`config.mk`:
```
export PLATFORM = sky130hd
export DESIGN_NAME = fetch_unit
export DESIGN_NICKNAME = d
export VERILOG_FILES = /design/src/rtl/pipeline_pkg.sv /design/src/rtl/pc_register.sv /design/src/rtl/fetch_unit.sv
export SDC_FILE = /design/constraint.sdc
export NUM_CORES = 1
export LEC_CHECK = 0
export BUFFER_PORTS_ARGS = -buffer_cell sky130_fd_sc_hd__buf_2
export CORE_MARGIN = 2
export CORE_UTILIZATION = 45
export CTS_BUF_LIST = sky130_fd_sc_hd__clkbuf_8
export DETAILED_ROUTE_END_ITERATION = 8
export PLACE_DENSITY_LB_ADDON = 0.08
export SYNTH_ARGS = -nofsm -noshare
export SYNTH_HDL_FRONTEND = slang
export SYNTH_HIERARCHICAL = 1
export SYNTH_SLANG_ARGS = --single-unit
```
`constraint.sdc`:
```
create_clock -name clk -period 2.1 [get_ports clk]
set_clock_uncertainty 0.15 [all_clocks]
set_input_delay 0 -clock clk [delete_from_list [all_inputs] [get_ports clk]]
set_output_delay 0 -clock clk [all_outputs]
set_load 0.005 [all_outputs]
```
`src/rtl/pipeline_pkg.sv`:
```
// pipeline_pkg: types and constants shared by the fetch and decode stages.
//   NOP_INSTR     : canonical bubble instruction (addi x0, x0, 0)
//   fetch_state_t : front-end state, RUN or HALTED
//   if_id_t       : IF/ID pipeline register contents {pc, instr, valid}
//   if_id_bubble(): IF/ID value that carries no instruction
package pipeline_pkg;

   localparam logic [31:0] NOP_INSTR = 32'h0000_0013;

   typedef enum logic {
      RUN    = 1'b0,
      HALTED = 1'b1
   } fetch_state_t;

   // pc is full width so the ID stage can reuse the struct regardless of PC_W.
   typedef struct packed {
      logic [31:0] pc;
      logic [31:0] instr;
      logic        valid;
   } if_id_t;

   function automatic if_id_t if_id_bubble();
      if_id_t b;
      b.pc    = '0;
      b.instr = NOP_INSTR;
      b.valid = 1'b0;
      return b;
   endfunction

endpackage

```
`src/rtl/pc_register.sv`:
```
// pc_register: program-counter flop and next-PC mux.
//   clk, reset  : clock and synchronous active-high reset (PC <= RESET_PC)
//   load_en     : update the PC this edge; otherwise it holds
//   sel_target  : 1 = load the word-aligned redirect target, 0 = PC + 4
//   target_word : redirect target with the byte-offset bits already removed
//   pc          : current PC
module pc_register #(
   parameter int              PC_W     = 9,
   parameter logic [PC_W-1:0] RESET_PC = '0
) (
   input  logic            clk,
   input  logic            reset,
   input  logic            load_en,
   input  logic            sel_target,
   input  logic [PC_W-3:0] target_word,
   output logic [PC_W-1:0] pc
);

   logic [PC_W-1:0] pc_d;
   logic [PC_W-1:0] pc_q;

   always_comb begin
      // NOTE: default assignment first, so every path drives pc_d and no latch is inferred.
      pc_d = pc_q;
      if (load_en) begin
         // PC + 4 wraps naturally at PC_W bits.
         pc_d = sel_target ? {target_word, 2'b00} : pc_q + PC_W'(4);
      end
   end

   always_ff @(posedge clk) begin
      // NOTE: non-blocking assignments in clocked blocks so all flops sample together.
      if (reset) pc_q <= RESET_PC;
      else       pc_q <= pc_d;
   end

   assign pc = pc_q;

endmodule

```
`src/rtl/fetch_unit.sv`:
```
// fetch_unit: instruction-fetch stage. Owns the PC, loads IF/ID, squashes the
// wrong-path fetch on a redirect and freezes the front end once a halt resolves.
//   clk, reset   : clock and synchronous active-high reset
//   Stall        : hazard hold of PC and IF/ID
//   PcSel, BrPC  : redirect request and target byte address
//   Halt         : redirecting instruction is a halt (qualified by PcSel)
//   Instr_in     : combinational instruction-memory data at Pc_out
//   Pc_out       : current PC / instruction-memory address
//   IfId_*       : IF/ID register contents
//   Flush        : combinational copy of PcSel for the ID/EX squash
//   Halted       : front end frozen until reset
//   MisalignErr  : sticky, a redirect target had nonzero low bits
//   FetchCount   : valid instructions loaded into IF/ID (wraps)
module fetch_unit
   import pipeline_pkg::*;
#(
   parameter int              PC_W     = 9,
   parameter logic [PC_W-1:0] RESET_PC = '0
) (
   input  logic            clk,
   input  logic            reset,
   input  logic            Stall,
   input  logic            PcSel,
   input  logic [31:0]     BrPC,
   input  logic            Halt,
   input  logic [31:0]     Instr_in,
   output logic [PC_W-1:0] Pc_out,
   output logic [PC_W-1:0] IfId_PC,
   output logic [31:0]     IfId_Instr,
   output logic            IfId_Valid,
   output logic            Flush,
   output logic            Halted,
   output logic            MisalignErr,
   output logic [31:0]     FetchCount
);

   fetch_state_t state_d, state_q;
   if_id_t       if_id_d, if_id_q;
   logic [31:0]  fetch_count_d, fetch_count_q;
   logic         misalign_d, misalign_q;

   logic         redirect;
   logic         advance;

   // Redirect outranks Stall because the redirecting instruction is older;
   // in HALTED every request is ignored.
   assign redirect = (state_q == RUN) && PcSel;
   assign advance  = (state_q == RUN) && !PcSel && !Stall;

   pc_register #(
      .PC_W     (PC_W),
      .RESET_PC (RESET_PC)
   ) u_pc_register (
      .clk         (clk),
      .reset       (reset),
      .load_en     (redirect || advance),
      .sel_target  (redirect),
      .target_word (BrPC[PC_W-1:2]),
      .pc          (Pc_out)
   );

   always_comb begin
      state_d       = state_q;
      if_id_d       = if_id_q;
      fetch_count_d = fetch_count_q;
      misalign_d    = misalign_q;
      if (redirect) begin
         if_id_d    = if_id_bubble();
         misalign_d = misalign_q || (BrPC[1:0] != 2'b00);
         if (Halt) state_d = HALTED;
      end else if (advance) begin
         if_id_d.pc    = 32'(Pc_out);
         if_id_d.instr = Instr_in;
         if_id_d.valid = 1'b1;
         fetch_count_d = fetch_count_q + 32'd1;
      end
   end

   always_ff @(posedge clk) begin
      if (reset) begin
         state_q       <= RUN;
         if_id_q       <= if_id_bubble();
         fetch_count_q <= '0;
         misalign_q    <= 1'b0;
      end else begin
         state_q       <= state_d;
         if_id_q       <= if_id_d;
         fetch_count_q <= fetch_count_d;
         misalign_q    <= misalign_d;
      end
   end

   assign IfId_PC     = if_id_q.pc[PC_W-1:0];
   assign IfId_Instr  = if_id_q.instr;
   assign IfId_Valid  = if_id_q.valid;
   assign Flush       = PcSel;
   assign Halted      = (state_q == HALTED);
   assign MisalignErr = misalign_q;
   assign FetchCount  = fetch_count_q;

   // Address bits above the PC width are dropped by design.
   logic unused_hi_bits;
   assign unused_hi_bits = ^{BrPC[31:PC_W], if_id_q.pc[31:PC_W]};

endmodule

```
==> flow_summary.toml, run 1 <==
[cts]
cts_sinks = 83
cts_tree = "built"
clk_latency_ns = 0.35
cts_buffers = 9
root_buffer = "clkbuf_8"
cts-htree-levels = 3
clk_path_buf_depth = 2
clkTransAtPathRegs_ns = 0.09

[synthesis]
synth_warnings = 6
yosys.area.top_type = "dfxtp_1"
synth-seq-area-share_pct = 47.9
syn_inst = 428
synth_enable_flop_cells = 0
synth_top_area_share_pct = 47.9
synthDistinctLibCells = 42
netlist_area_um2 = 3470
synthTopCellsByArea = "dfxtp_1, nand2_1, a21oi_1"
synthArstFlopShare_pct = 0
synthTopCellsByCount = "nand2_1, dfxtp_1, a21oi_1"
synth_area_per_cell_um2 = 8.10
synth_seq_cells = 83
yosysMostFrequentCell = "nand2_1"
ys.flop_type = "dfxtp_1"

[timing]
slew_violations = 0
fmax_ghz = 0.515
hold_violations = 0
holdWs_ns = 0.254
rsz0062_at_grt = "false"
setup_viol = 0
finalCritPeriodShare_pct = 92.4
fin_setup_tns_ns = 0
finalCriticalPeriod_ns = 1.94

[routing]
drtAntennaViolNets = 0
vias_per_cell = 5.15
post_drt_wl_per_cell_um = 12.9
dr.pass1.iters = 4
vias = 3629
first_iter_violations = 143
routed_wirelength_um = 9130
drc = 0

[placed_design]
portBuffers = 129
dp.cells = 642
dp_hpwl_um = 5850
gp_congestion = 0.759

[cells_and_area]
antenna_cells = 0
area_delta_synth_final_pct = 40.8
fin_util_pct = 64.2
fin_nets = 669
drive_gt1_share_pct = 27.0
nFillCells = 710
layout.cells.non_filler = 705

[critical_path]
endpoint_kind = "flop"
crit_family = "simple AND/OR/NAND/NOR gates"
slowest_delay_ns = 0.46
path_class = "flop to flop"
cp_max_fo = 11
critPathSlowestCell = "or4_1"
crit_arrival_ns = 2.07
critPathBufInv = 1
worstPathCellList = "ha_1, and3_1, nand4_1, buf_4, or4_1, a21oi_1"
cp.required_ns = 2.23
start_kind = "flop"

[worst_hold_path]
hold_class = "primary input to flop"

[grt]
grt_max_degree = 47
antenna_found_initial = 0
grt_overflow = 0
grt_use_total_pct = 22.3
grt_pass1_vias = 3254
grt_pass1_wl_um = 15400

[power]
p_leak_nw = 2.04
p_per_area_nw_per_um2 = 635
vdd_drop_max_uv = 445

[outcome]
status = "completed"

[die]
initial_utilization_pct = 45.6
fp.dieW_um = 91.8
ios = 155
fp.dieH_um = 91.8
rows = 32
core-area_um2 = 7610
die_area_um2 = 8420

[flow_run]
maxCapViolations = 0
## power breakdown
group / internal, mW / switching (mW)
clock: 0.545 / 0.576
combinational: 0.174 / 0.163
sequential: 1.61 / 0.0334
## area by class of cell
class	instances	area (um2)	area share, %
clock inverters	7	70.1	1.44
clock buffers	9	124	2.54
well taps	102	128	2.61
flip-flops and latches	83	1660	34.1
inverters	6	22.5	0.461
multi-input cells	308	1640	33.6
repair buffers	190	1230	25.3
## flip-flops by register name, indices dropped and copies added, names as in the netlist
signal and count:
MisalignErr 1, FetchCount 32, Halted 1, IfId_Instr 32, IfId_PC 9, IfId_Valid 1
u_pc_register/pc 7
## per-layer routing
layer  part of all wire (%)  wire length, um  track usage (%)  vias to the layer above
met1                     43             3930             28.6                     1669
met3                    4.9              444             4.03                       20
met5                      0                0                0                        -
met4                    2.6              241             9.58                        0
met2                     49             4520             36.9                      100
li1                       -                -                -                     1840
## per-stage QoR
step,setup WS [ns],cell area (um2),power (mW)
2_1_floorplan,0.235,3470,1.83
3_3_place_gp,0.180,4210,1.94
3_5_place_dp,0.117,4210,1.94
4_1_cts,0.106,4880,3.13
5_1_grt,0.0167,4880,3.25
6_report,0.159,4880,3.10
## placed cells by master, fill, tap and decap left out, types with 6 or more instances in the layout
cell / n
xor2_1: 7
buf_2: 129
nand2_1: 97
buf_4: 13
dfxtp_1: 82
and4_1: 6
or3_1: 6
o21ai_0: 9
or4_1: 17
nand4_1: 11
nand3_1: 18
clkbuf_8: 9
a21oi_1: 65
inv_1: 7
nor2_1: 19
dlygate4sd3_1: 47
o31ai_1: 16
## path summary, 6_finish.rpt
kind / start / end / slack (ns) / cells past startpoint
setup / recovery: FetchCount[0] / FetchCount[28] / 0.16 / 6
hold / removal: Instr_in[4] / IfId_Instr[4] / 0.25 / 4
setup reg to reg: FetchCount[0] / FetchCount[28] / 0.16 / 6
hold reg to reg: IfId_Instr[18] / IfId_Instr[18] / 0.30 / 2
## worst reg2reg max path: cells and delay by family (launching register included)
family                     cells  cell delay [ns]
and+or+nand+nor                3             0.81
DFF                            1             0.38
buffers and inverters          1             0.20
adders and majority gates      1             0.17
AOI/OAI and AO/OA              1             0.16
## repair_timing
action                                 in CTS  in global routing
gates resized for setup                     0                  2
setup endpoints to repair                   0                  4
setup buffers                               0                  0
endpoints found under the hold margin      47                  0
hold buffers                               47                  0
## logic make-up after synthesis
| kind of cell | share of synthesized area (%) |
|---|---|
| XOR/XNOR | 2.53 |
| other | 0.108 |
| AND/OR/NAND/NOR | 26.6 |
| multiplexers | 0.289 |
| adder cells (fa/ha/maj) | 0.722 |
| flip-flops | 47.9 |
| AO/OA/AOI/OAI | 16.9 |
| buffers and inverters | 4.94 |
No activity file was read; power rests on OpenSTA's default activity.
==> inputs of run 2 (changes only) <==
--- a/config.mk
+++ b/config.mk
@@ -5,12 +5,14 @@
 export SDC_FILE = /design/constraint.sdc
 export NUM_CORES = 1
 export LEC_CHECK = 0
+export ABC_AREA = 1
 export BUFFER_PORTS_ARGS = -buffer_cell sky130_fd_sc_hd__buf_2
 export CORE_MARGIN = 2
 export CORE_UTILIZATION = 45
 export CTS_BUF_LIST = sky130_fd_sc_hd__clkbuf_8
 export DETAILED_ROUTE_END_ITERATION = 8
 export PLACE_DENSITY_LB_ADDON = 0.08
+export RECOVER_POWER = 50
 export SYNTH_ARGS = -nofsm -noshare
 export SYNTH_HDL_FRONTEND = slang
 export SYNTH_HIERARCHICAL = 1
==> run 2 against run 1 <==
Clock power hardly changed; fmax is 3.4% lower; utilization is 1.4 points lower; synthesized cell count is 28% higher; via count is 12% higher; critical path type unchanged; worst hold slack worse by 0.20 ns; combinational power is 16% higher; global-route usage is 1.3 points higher; critical path depth is 3 higher; final area is 4.6% higher; highest routed layer unchanged; largest cell class is now multi-input combinational cells.
==> flow_summary.toml, run 2 <==
[outcome]
status = "completed"

[synthesis]
synth_warnings = 6
syn_inst = 549
synthDistinctLibCells = 35
ys.flop_type = "dfxtp_1"
synth_top_area_share_pct = 44.4
synth_seq_cells = 83
yosys.area.top_type = "dfxtp_1"
synth-seq-area-share_pct = 44.4
synthTopCellsByArea = "dfxtp_1, nor2_1, nand2_1"
synth_area_per_cell_um2 = 6.82
netlist_area_um2 = 3740
synthArstFlopShare_pct = 0
synth_enable_flop_cells = 0
yosysMostFrequentCell = "nor2_1"
synthTopCellsByCount = "nor2_1, nand2_1, dfxtp_1"

[die]
initial_utilization_pct = 46.0
ios = 155
die_area_um2 = 9060
core-area_um2 = 8130
fp.dieW_um = 95.2
fp.dieH_um = 95.2
rows = 33

[power]
p_leak_nw = 2.21
p_per_area_nw_per_um2 = 617
vdd_drop_max_uv = 322

[cts]
cts_buffers = 9
cts_setup_buffers = 0
clkTransAtPathRegs_ns = 0.08
clk_latency_ns = 0.36
clk_path_buf_depth = 2
cts-htree-levels = 3
root_buffer = "clkbuf_8"
cts_tree = "built"
cts_sinks = 83

[placed_design]
gp_congestion = 0.878
dp_hpwl_um = 7180
portBuffers = 129

[critical_path]
critPathSlowestCell = "dlygate4sd3_1"
timing.rr.end = "u_pc_register/pc[7]"
cp_max_fo = 11
start_kind = "flop"
slowest_delay_ns = 0.58
crit_top_cell = "nand2_1"
cp.depth = 9
critPathBufInv = 3
cp.required_ns = 2.25
crit_family = "buffers and inverters"
crit_arrival_ns = 2.15
worstPathCellList = "nor2_4, buf_6, inv_2, nand2_1, nand2_1, o21ai_2, nand2_1, a21oi_1, dlygate4sd3_1"
path_class = "flop to flop"
crit_path_end = "u_pc_register/pc[7]"
reg2reg_from = "Halted"
cp-startpoint = "Halted"
ff2ff_setup_slack_ns = 0.09
endpoint_kind = "flop"
r2r_cells = 9

[cells_and_area]
fin_nets = 795
area_delta_synth_final_pct = 36.5
antenna_cells = 0
layout_commonest_cell = "nor2_1"
mostFrequentLayoutCells = "nor2_1, buf_2, nand2_1, dfxtp_1, o21ai_0"
drive_gt1_share_pct = 18.5

[flow_run]
maxCapViolations = 0

[grt]
grt_use_total_pct = 23.7
grt_pass1_vias = 3808
antenna_found_initial = 0
grt_overflow = 0
grt_pass1_wl_um = 16900
grt_max_degree = 43

[timing]
worst_pin_slew_ns = 0.700
fin_setup_tns_ns = 0
hold_violations = 0
slew_violations = 0
finalCriticalPeriod_ns = 2.01
relSlewSlack_pct = 53.3
finalCritPeriodShare_pct = 95.6
rsz0062_at_grt = "false"
setup_viol = 0
holdWs_ns = 0.0532
fmax_ghz = 0.498

[routing]
vias = 4070
drtAntennaViolNets = 0
first_iter_violations = 182
vias_per_cell = 4.88
dr.pass1.iters = 4
post_drt_wl_per_cell_um = 12.5
routed_wirelength_um = 10400
drc = 0

[worst_hold_path]
hold_class = "primary input to output port"
[run 2: cell count changes in the layout (fill, tap and decap cells not counted), moves of 16 or more]
cell,delta
clkbuf_1,+34
buf_2,-34
o21ai_0,+44
nor2_1,+131
or4_1,-17
a21oi_1,-44
o31ai_1,-16
inv_1,+39
[run 2: report_power, final]
group | internal, mW | switching [mW] | total, mW
registers | 1.62 | 0.0425 | 1.67
logic | 0.192 | 0.200 | 0.392
clock network | 0.496 | 0.598 | 1.09
[run 2: cell type report]
cell class | instances | area, um2
clock buffer | 11 | 151
tap | 105 | 131
clock inverter | 5 | 37.5
timing repair buffer | 183 | 1130
sequential | 83 | 1670
fill | 807 | 3030
inverter | 49 | 184
multi-input combinational | 398 | 1810
[run 2: cell families after synthesis]
group	Yosys count	share of synthesized area, %
compound gates	86	12.1
buf+inv	69	7.86
xor+xnor	4	0.936
simple gates	304	34.0
fa+ha+maj	2	0.669
other cells	1	0.100
flops	83	44.4
[run 2: worst min path at each step]
stage	start	to	slack, ns	depth (start not counted)
2_1_floorplan	reset	u_pc_register/pc[5]	-0.09	1
3_3_place_gp	PcSel	Flush	0.05	2
3_5_place_dp	PcSel	Flush	0.05	2
4_1_cts	PcSel	FetchCount[19]	0.04	6
5_1_grt	PcSel	Flush	0.08	2
6_report	PcSel	Flush	0.05	2
[run 2: metrics by stage]
stage | worst slack [ns] | power (mW) | area (um2) | utilization, % | instances
floorplan | 0.568 | 1.89 | 3750 | - | 550
global placement | 0.390 | 2.01 | 4470 | 54.9 | 771
detailed placement | 0.349 | 2.02 | 4470 | 54.9 | 771
CTS | 0.0563 | 3.19 | 5130 | 63.0 | 834
global route | 0.000498 | 3.31 | 5110 | 62.8 | 834
finish | 0.0914 | 3.15 | 5110 | 62.8 | 834
[run 2: per-layer routing]
layer  share of wire, %  vias to the layer above  GRT usage (%)
li1                   -                     2101              -
met4               0.77                        0           9.78
met5                  0                        -              0
met2                 48                      120           40.6
met1                 44                     1843           28.7
met3                7.2                        6           5.06
[run 2: what timing repair did]
item	in CTS	in global routing
gates resized for setup	0	7
hold buffers	47	0
endpoints found under the setup margin	0	1
endpoints found under the hold margin	49	0
==> inputs of run 3 (changes only) <==
--- a/config.mk
+++ b/config.mk
@@ -5,10 +5,9 @@
 export SDC_FILE = /design/constraint.sdc
 export NUM_CORES = 1
 export LEC_CHECK = 0
-export ABC_AREA = 1
 export BUFFER_PORTS_ARGS = -buffer_cell sky130_fd_sc_hd__buf_2
 export CORE_MARGIN = 2
-export CORE_UTILIZATION = 45
+export CORE_UTILIZATION = 25
 export CTS_BUF_LIST = sky130_fd_sc_hd__clkbuf_8
 export DETAILED_ROUTE_END_ITERATION = 8
 export PLACE_DENSITY_LB_ADDON = 0.08
==> run 3 against run 2 <==
Register-to-register slack improved by 0.06 ns; global-route usage fell by 8.7 points; cell count fell by 5.9%; fmax rose by 3.1%; total power rose by 1.1%; sequential power barely moved; first-iteration DRC count rose by 1.1%; clock-buffer cell count fell by 1; critical path type unchanged; highest routed layer unchanged.
==> flow_summary.toml, run 3 (synthesized netlist as in run 1, its figures left out) <==
[power]
p_per_area_nw_per_um2 = 650
internal_power_mw = 2.35
clkPwrFrac_pct = 38.0
switching_share_pct = 26.2
p_leak_nw = 1.85
p_seq_share_pct = 51.5
vdd_drop_max_uv = 244
power_frac_comb_pct = 10.5
power.switching_uw = 834

[placed_design]
dp.cells = 724
portBuffers = 129
dp_hpwl_um = 7070
gp_congestion = 0.710

[grt]
grt_pass1_wl_um = 17300
grt_pass1_vias = 3535
grt_overflow = 0
grt_use_total_pct = 14.9
antenna_found_initial = 0
grt_max_degree = 48

[critical_path]
cp_max_fo = 6
worstPathCellList = "nor3_4, dlygate4sd3_1, nand4_1, xor2_1, nor2_1"
cp.required_ns = 2.20
slowest_delay_ns = 0.68
endpoint_kind = "flop"
start_kind = "flop"
path_class = "flop to flop"
crit_arrival_ns = 2.05
critPathSlowestCell = "dlygate4sd3_1"

[cells_and_area]
multi_input_area_um2 = 1640
antenna_cells = 0
regArea_um2 = 1660
mostFrequentLayoutCells = "nand2_1, buf_2, dfxtp_1, a21oi_1, clkbuf_1"
layout.cells.non_filler = 785
layout_commonest_cell = "nand2_1"
nFillCells = 1510
area_delta_synth_final_pct = 41.4
fin_nets = 671
drive_gt1_share_pct = 19.0

[cts]
cts_buffers = 9
clk_latency_ns = 0.38
cts_setup_buffers = 0
clk_path_buf_depth = 2
cts_tree = "built"
holdBufCountCts = 45
cts-htree-levels = 3
cts_resized = 0
cts_sinks = 83
root_buffer = "clkbuf_8"
clkTransAtPathRegs_ns = 0.09

[timing]
setup_viol = 0
finalCriticalPeriod_ns = 1.95
worst_pin_slew_ns = 0.812
slew_violations = 0
fmax_ghz = 0.513
hold_violations = 0
relSlewSlack_pct = 45.9
fin_setup_tns_ns = 0
finalCritPeriodShare_pct = 92.7
rsz0062_at_grt = "false"

[die]
initial_utilization_pct = 25.3
rows = 43
fp.dieW_um = 122
fp.dieH_um = 122
die_area_um2 = 14800
core-area_um2 = 13700
ios = 155

[flow_run]
maxCapViolations = 0

[routing]
vias = 3617
post_drt_wl_per_cell_um = 13.5
vias_per_cell = 4.61
drc = 0
drtAntennaViolNets = 0
dr.pass1.iters = 4
first_iter_violations = 184
routed_wirelength_um = 10600

[outcome]
status = "completed"

[worst_hold_path]
hold_class = "primary input to flop"
==> run 3: cell count changes in the layout (fill, tap and decap cells not counted), sizes merged, moves of 12 or more <==
cell,before,now
clkbuf,45,61
or4,0,17
nand3,30,18
inv,48,6
o31ai,0,16
a21oi,23,65
o21ai,56,12
nor2,157,19
==> run 3: stage by stage <==
step / hold WS [ns] / utilization, % / setup slack, ns / total power [mW] / cell area [um2]
2_1_floorplan: -0.0692 / - / 0.235 / 1.83 / 3470
3_3_place_gp: 0.0606 / 31.5 / 0.160 / 1.95 / 4330
3_5_place_dp: 0.0656 / 31.5 / 0.109 / 1.96 / 4330
4_1_cts: 0.0293 / 36.3 / 0.143 / 3.27 / 4980
5_1_grt: 0.0526 / 35.7 / 0.00220 / 3.37 / 4900
6_report: 0.0388 / 35.7 / 0.152 / 3.19 / 4900
==> run 3: area by class of cell <==
| cell class | instances | area share (%) |
|---|---|---|
| well taps | 180 | 4.59 |
| clock inverters | 6 | 1.33 |
| flip-flops and latches | 83 | 33.9 |
| clock buffers | 10 | 2.81 |
| inverters | 6 | 0.459 |
| repair buffers | 192 | 23.5 |
| multi-input cells | 308 | 33.4 |
==> run 3: worst paths after layout <==
path | slack (ns) | end | from | cells after the start
min reg2reg | 0.30 | MisalignErr | MisalignErr | 2
min | 0.04 | FetchCount[7] | reset | 3
max | 0.15 | FetchCount[9] | Halted | 5
max reg2reg | 0.15 | FetchCount[9] | Halted | 5
==> run 3: worst max-delay path: cells and delay by family (launching register included) <==
family / cells / cell delay, ns
AND/OR/NAND/NOR: 3 / 0.48
buffers and inverters: 1 / 0.68
XOR/XNOR: 1 / 0.15
flip-flops: 1 / 0.38
==> run 3: power groups by stage <==
stage          clock (mW)  sequential, mW  combinational, mW
6_report             1.21            1.64              0.334
5_1_grt              1.34            1.65              0.374
4_1_cts              1.28            1.64              0.346
3_5_place_dp            0            1.68              0.278
3_3_place_gp            0            1.68              0.277
2_1_floorplan           0            1.68              0.144
==> run 3: per-layer routing <==
metal	part of all wire, %	vias to the layer above	global-route usage (%)	wire (um)
met5	0	-	0	0
met4	2.3	0	7.33	239
met3	5.4	15	3.93	575
met2	47	82	24.5	4970
met1	46	1683	18.0	4830
li1	-	1837	-	-
